### src/rtl/fetch_pkg.sv
// Shared types for the instruction-fetch sequencer: FSM states and branch opcodes.
package fetch_pkg;

  typedef enum logic [2:0] {
    FETCH,
    ISSUE,
    UPDATE,
    SETTLE,
    HALT,
    FAULT
  } state_t;

  localparam logic [3:0] OP_BRF  = 4'hA;
  localparam logic [3:0] OP_BRB  = 4'hB;
  localparam logic [3:0] OP_BRZ  = 4'hC;
  localparam logic [3:0] OP_HALT = 4'hF;

endpackage

### src/rtl/fetch_decode.sv
// Maps an instruction's opcode/immediate (plus the zero flag) onto the PC's
// one-hot inc/add/sub controls and offset operand.
module fetch_decode
  import fetch_pkg::*;
#(
  parameter int AW = 16,
  parameter int IW = 16
) (
  input  logic [3:0]    opcode,
  input  logic [IW-5:0] imm,
  input  logic          zero_flag,
  output logic          inc,
  output logic          add,
  output logic          sub,
  output logic [AW-1:0] offset
);

  always_comb begin
    inc    = 1'b0;
    add    = 1'b0;
    sub    = 1'b0;
    offset = '0;
    case (opcode)
      OP_BRF: begin
        add    = 1'b1;
        offset = AW'(imm);
      end
      OP_BRB: begin
        sub    = 1'b1;
        offset = AW'(imm);
      end
      OP_BRZ: begin
        if (zero_flag) begin
          add    = 1'b1;
          offset = AW'(imm);
        end else begin
          inc    = 1'b1;
          offset = AW'(1);
        end
      end
      default: begin
        inc    = 1'b1;
        offset = AW'(1);
      end
    endcase
  end

endmodule

### src/rtl/fetch_seq.sv
// Instruction-fetch sequencer: fetch at pc, issue to execute, then step or branch
// the program counter. Traps to FAULT when memory fails to ack in time.
module fetch_seq
  import fetch_pkg::*;
#(
  parameter int AW       = 16,
  parameter int IW       = 16,
  parameter int MAX_WAIT = 255
) (
  input  logic          clk,
  input  logic          reset,
  input  logic [AW-1:0] pc,
  output logic          imem_req,
  output logic [AW-1:0] imem_addr,
  input  logic          imem_ack,
  input  logic [IW-1:0] imem_data,
  input  logic          zero_flag,
  output logic [IW-1:0] instr,
  output logic          instr_vld,
  input  logic          instr_rdy,
  output logic          inc,
  output logic          add,
  output logic          sub,
  output logic [AW-1:0] offset,
  output logic          halted,
  output logic          fault
);

  localparam int WW = (MAX_WAIT > 1) ? $clog2(MAX_WAIT) : 1;

  state_t        state;
  logic [WW-1:0] wait_cnt;
  logic          d_inc, d_add, d_sub;
  logic [AW-1:0] d_offset;
  logic          upd;

  // imem_req/addr are registered so the cycle after reset is fully quiet; FETCH
  // entered with req low spends one cycle raising it, SETTLE raises it on exit.
  always_ff @(posedge clk) begin
    if (reset) begin
      state     <= FETCH;
      wait_cnt  <= '0;
      imem_req  <= 1'b0;
      imem_addr <= '0;
      instr     <= '0;
    end else begin
      case (state)
        FETCH: begin
          if (!imem_req) begin
            imem_req  <= 1'b1;
            imem_addr <= pc;
          end else if (imem_ack) begin
            instr     <= imem_data;
            wait_cnt  <= '0;
            imem_req  <= 1'b0;
            imem_addr <= '0;
            state     <= ISSUE;
          end else if (wait_cnt == WW'(MAX_WAIT - 1)) begin
            wait_cnt  <= '0;
            imem_req  <= 1'b0;
            imem_addr <= '0;
            state     <= FAULT;
          end else begin
            wait_cnt <= wait_cnt + 1'b1;
          end
        end
        ISSUE: begin
          if (instr[IW-1 -: 4] == OP_HALT) begin
            state <= HALT;
          end else if (instr_rdy) begin
            state <= UPDATE;
          end
        end
        UPDATE: state <= SETTLE;
        SETTLE: begin
          imem_req  <= 1'b1;
          imem_addr <= pc;
          state     <= FETCH;
        end
        HALT:    state <= HALT;
        FAULT:   state <= FAULT;
        default: state <= FAULT;
      endcase
    end
  end

  fetch_decode #(
    .AW(AW),
    .IW(IW)
  ) u_decode (
    .opcode   (instr[IW-1 -: 4]),
    .imm      (instr[IW-5:0]),
    .zero_flag(zero_flag),
    .inc      (d_inc),
    .add      (d_add),
    .sub      (d_sub),
    .offset   (d_offset)
  );

  // Pulses are qualified by UPDATE so zero_flag is sampled in that cycle.
  assign upd       = (state == UPDATE);
  assign inc       = upd & d_inc;
  assign add       = upd & d_add;
  assign sub       = upd & d_sub;
  assign offset    = upd ? d_offset : '0;
  assign instr_vld = (state == ISSUE);
  assign halted    = (state == HALT);
  assign fault     = (state == FAULT);

endmodule

### config.mk
export PLATFORM = sky130hd
export DESIGN_NAME = fetch_seq
export DESIGN_NICKNAME = d
export VERILOG_FILES = /design/src/rtl/fetch_pkg.sv /design/src/rtl/fetch_decode.sv /design/src/rtl/fetch_seq.sv
export SDC_FILE = /design/constraint.sdc
export NUM_CORES = 1
export LEC_CHECK = 0
export CORE_ASPECT_RATIO = 0.5
export CORE_MARGIN = 8
export CORE_UTILIZATION = 30
export CTS_BUF_LIST = sky130_fd_sc_hd__clkbuf_8
export CTS_CLUSTER_DIAMETER = 120
export DETAILED_ROUTE_END_ITERATION = 10
export PLACE_DENSITY = 0.73
export SLEW_MARGIN = 15
export SYNTH_ARGS = -nofsm -noshare
export SYNTH_HDL_FRONTEND = slang
export SYNTH_HIERARCHICAL = 1
export SYNTH_SLANG_ARGS = --single-unit
### constraint.sdc
create_clock -name clk -period 1.64 [get_ports clk]
set_input_delay 0.328 -clock clk [delete_from_list [all_inputs] [get_ports clk]]
set_output_delay 0.328 -clock clk [all_outputs]
set_load 0.01 [all_outputs]
==> impl_summary.log <==
[metrics] register cell area after layout: around 900 sq um
[metrics] final slew viol count: 0
[metrics] R2R setup slack: -0.09 ns
[metrics] Buffers on Ports: 87
[metrics] top cells by instance count after synthesis: 53 x sky130_fd_sc_hd__nand2_1, 44 x sky130_fd_sc_hd__dfxtp_1, 21 x sky130_fd_sc_hd__a21oi_1, 21 x sky130_fd_sc_hd__and2_1, 16 x sky130_fd_sc_hd__a22o_1
[metrics] cell area after placement: ~3400 sq um
[metrics] highest cell delay on the worst timing path: 0.35 ns
[metrics] maximum clock rate: 0.551 GHz
[metrics] peak fanout along the critical path: 3
[metrics] Fin. Hold Viols: 0
[metrics] count leader, synth: sky130_fd_sc_hd__nand2_1
[metrics] Post-Route WL: around 8000 microns
[metrics] cts bufs inserted: 5
[metrics] global-route wire length before repair: between 10000 and 15000 microns
[metrics] number of enable flip-flop cells after synthesis: 0
[metrics] cell breakdown of the critical path: buf_4, buf_6, nand3b_1, a211oi_2, and2_1, buf_2
[metrics] number of storage elements in the synthesis netlist: 44
[metrics] CTS tree: done
[metrics] result of the run: complete, but fails checks
[metrics] core area: around 7200 sq um
[metrics] via count normalized by instance count: 4.86
[metrics] RSZ-0062 raised after global routing: yes
[metrics] H-Tree Depth: 2
[metrics] most frequently used flop master after synthesis: sky130_fd_sc_hd__dfxtp_1
[metrics] I/O pin total: 92
[metrics] Tcrit/Tclk final: 111%
[metrics] routed len/inst: between 15 and 20 microns
[metrics] cell type contributing the most total cell area after synthesis: sky130_fd_sc_hd__dfxtp_1
[metrics] number of warnings issued by yosys: 6
[metrics] DPL Wire Length: 5370 microns
[metrics] Chip Height: approximately 76 microns
[metrics] slowest stage cell, crit path: sky130_fd_sc_hd__dfxtp_4
[metrics] largest family of logic cells by synthesized area: simple AND/OR/NAND/NOR gates
[metrics] time the worst path needs with I/O delays and setup: approximately 1.8 ns
[metrics] IR drop worst, VDD: 737 uV
[metrics] Layout fillers: between 600 and 700
[metrics] crit path setup slack, layout: -0.176 ns
[metrics] Final Wtd Congestion: 0.787
[metrics] capturing element type of the critical path: primary output
[metrics] violation count after the first detailed-routing iteration: 103
[metrics] antenna fix cells: 0
[metrics] worst min-delay path category: flip-flop to flip-flop
[metrics] required time at the endpoint of the critical path: between 1 and 1.5 ns
[metrics] final layout net count: 429
[metrics] remaining number of nets flagged by the antenna check after routing: 0
[metrics] initial antenna violation count: 0
[metrics] total power per unit cell area: between 1000 and 1500 nW/um^2
[metrics] post-route cell area: 4030 sq um
[metrics] relative area change from synthesis to final layout: 85.5%
[metrics] horizontal extent of the die: ~140 microns
[metrics] worst-skew pair later-pin latency: 0.31 ns
[metrics] placed instance count: roughly 460
[metrics] sequential share of the synthesized area: approximately 41%
[metrics] clk buf depth: 2
[metrics] Final Hold Slack: about 0.47 ns
[metrics] Syn Inst Count: 255
[metrics] number of setup violations in the final report: 34
[metrics] total standard cell area after synthesis: approximately 2200 sq um
[metrics] share of synthesized registers carrying an async set or reset: 0%
[metrics] iteration count of the initial detailed-routing pass: 4
[metrics] final global-route overflow total: 0
[metrics] post-synthesis cell type count: 43
[metrics] XOR/XNOR share of the synthesized area: less than 1%
[metrics] sum of internal, switching and leakage power: 5470 uW
[metrics] average size of a mapped cell: 8.51 sq um
[metrics] post-synthesis adder-cell area fraction: under 10%
[metrics] Cell Rows: 22
[metrics] Worst setup SP type: flip-flop
[metrics] multiplexer share of the synthesized area: 0%
[metrics] detailed-route DRC error count: 0
[metrics] compound-gate portion of the synthesized area: approximately 23%
[metrics] GR Util All Layers: between 10% and 20%
[metrics] violated checks: setup timing
[metrics] multi-input logic area: approximately 1500 sq um
[metrics] final core area utilization: between 50% and 60%
[metrics] LEAKAGE: between 0.0015 and 0.002 uW
[metrics] clk sink count: 44
[metrics] Root Buffer: sky130_fd_sc_hd__clkbuf_8
[metrics] clk_skew: 0.00650 ns
[metrics] data arrival time of the critical path: between 1 and 1.5 ns
[metrics] starting density of the core: between 30% and 40%
[metrics] via count of the routed design: around 2400
[metrics] die outline area: roughly 10000 sq um
[metrics] pin count of the biggest net entering global routing: 17
[metrics] maxcap violations: 0
[metrics] Post-Layout Cell Count: between 400 and 500
[metrics] number of global-route vias before repair: approximately 2400
[metrics] worst setup path class: flip-flop to primary output
[metrics] cell types occupying the most area after synthesis: sky130_fd_sc_hd__dfxtp_1 41%, sky130_fd_sc_hd__nand2_1 9.2%, sky130_fd_sc_hd__a22o_1 6.5%
[metrics] post-synthesis share of cell area spent on and, or, nand and nor gates: between 20% and 30%
[metrics] Yosys top cell area share: approximately two fifths
[metrics] clock transition at the register clock pins on the worst setup and hold paths after CTS: ~0.090 ns
[metrics] share of layout cells above drive strength 1: between 40% and 50%
metrics by stage:
step                TNS [ns]  setup slack, ns
finish                 -3.06           -0.176
global route           -5.74           -0.247
CTS                    -4.50           -0.227
detailed placement    -15.93           -0.695
global placement      -14.41           -0.654
floorplan                  0           0.0106
worst max-delay path: cells and delay by family, from the launching register on:
kind	cells	cell delay [ns]
AOI/OAI and AO/OA	1	0.17
buffers and inverters	3	0.36
DFF	1	0.35
and+or+nand+nor	2	0.30
final cells by class:
cell class,count,area share (%)
multi-input cells,192,36.9
repair buffers,143,34.5
clock inverters,3,1.15
clock buffers,5,1.71
flip-flops and latches,44,22.4
inverters,4,0.373
well taps,96,2.98
logic make-up after synthesis:
group	count (synthesis)
AND/OR/NAND/NOR	116
buffers and inverters	22
AO/OA/AOI/OAI	69
XOR/XNOR	1
adder cells (fa/ha/maj)	2
flip-flops	44
other	1
state kept, by name, indices dropped and copies added, names as in the netlist:
register / flops
imem_addr: 16
imem_req: 1
instr: 16
state: 3
wait_cnt: 8
per-layer routing:
layer / part of all wire, % / wire, microns / up-vias / global-route usage (%)
li1: - / - / 1147 / -
met3: 11 / 937 / 13 / 7.83
met2: 41 / 3390 / 90 / 20.7
met1: 46 / 3800 / 1116 / 19.2
met5: 0 / 0 / - / 0
met4: 1.2 / 100 / 0 / 3.48
repair_timing:
action | 4_1_cts | 5_1_grt
gates resized for setup | 128 | 69
gates cloned | 3 | 2
setup endpoints to repair | 58 | 58
hold endpoints to repair | 0 | 0
buffers inserted | 11 | 9
pin swaps | 35 | 43
hold buffers | 0 | 0
layout by cell type, fill, tap and decap left out, types with 5 or more instances in the layout:
cell / synthesis / layout
sky130_fd_sc_hd__nor2_1: 12 / 9
sky130_fd_sc_hd__dfxtp_2: 0 / 7
sky130_fd_sc_hd__buf_12: 0 / 7
sky130_fd_sc_hd__nand2_4: 0 / 14
sky130_fd_sc_hd__a22o_1: 16 / 16
sky130_fd_sc_hd__buf_6: 4 / 15
sky130_fd_sc_hd__buf_4: 7 / 34
sky130_fd_sc_hd__buf_2: 1 / 14
sky130_fd_sc_hd__a21oi_1: 21 / 5
sky130_fd_sc_hd__dlygate4sd2_1: 0 / 6
sky130_fd_sc_hd__clkdlybuf4s50_1: 0 / 63
sky130_fd_sc_hd__clkbuf_8: 0 / 5
sky130_fd_sc_hd__nand2_1: 53 / 36
sky130_fd_sc_hd__and2_1: 21 / 17
sky130_fd_sc_hd__a21oi_2: 11 / 26
sky130_fd_sc_hd__dfxtp_1: 44 / 34
path summary, 6_finish.rpt:
check | start | to | cells after the start
worst max-delay path | instr[13]$_SDFFE_PP0P_ | add | 6
worst min-delay path | instr[4]$_SDFFE_PP0P_ | instr[4]$_SDFFE_PP0P_ | 2
worst max register to register | state[0]$_SDFFE_PP0P_ | instr[15]$_SDFFE_PP0P_ | 7
worst min register to register | instr[4]$_SDFFE_PP0P_ | instr[4]$_SDFFE_PP0P_ | 2
power breakdown:
group,switching [uW],internal [uW]
logic,1400,1650
clock network,418,459
registers,194,1340
total,2010,3450
Note: power is estimated with default switching activity, not from simulation.
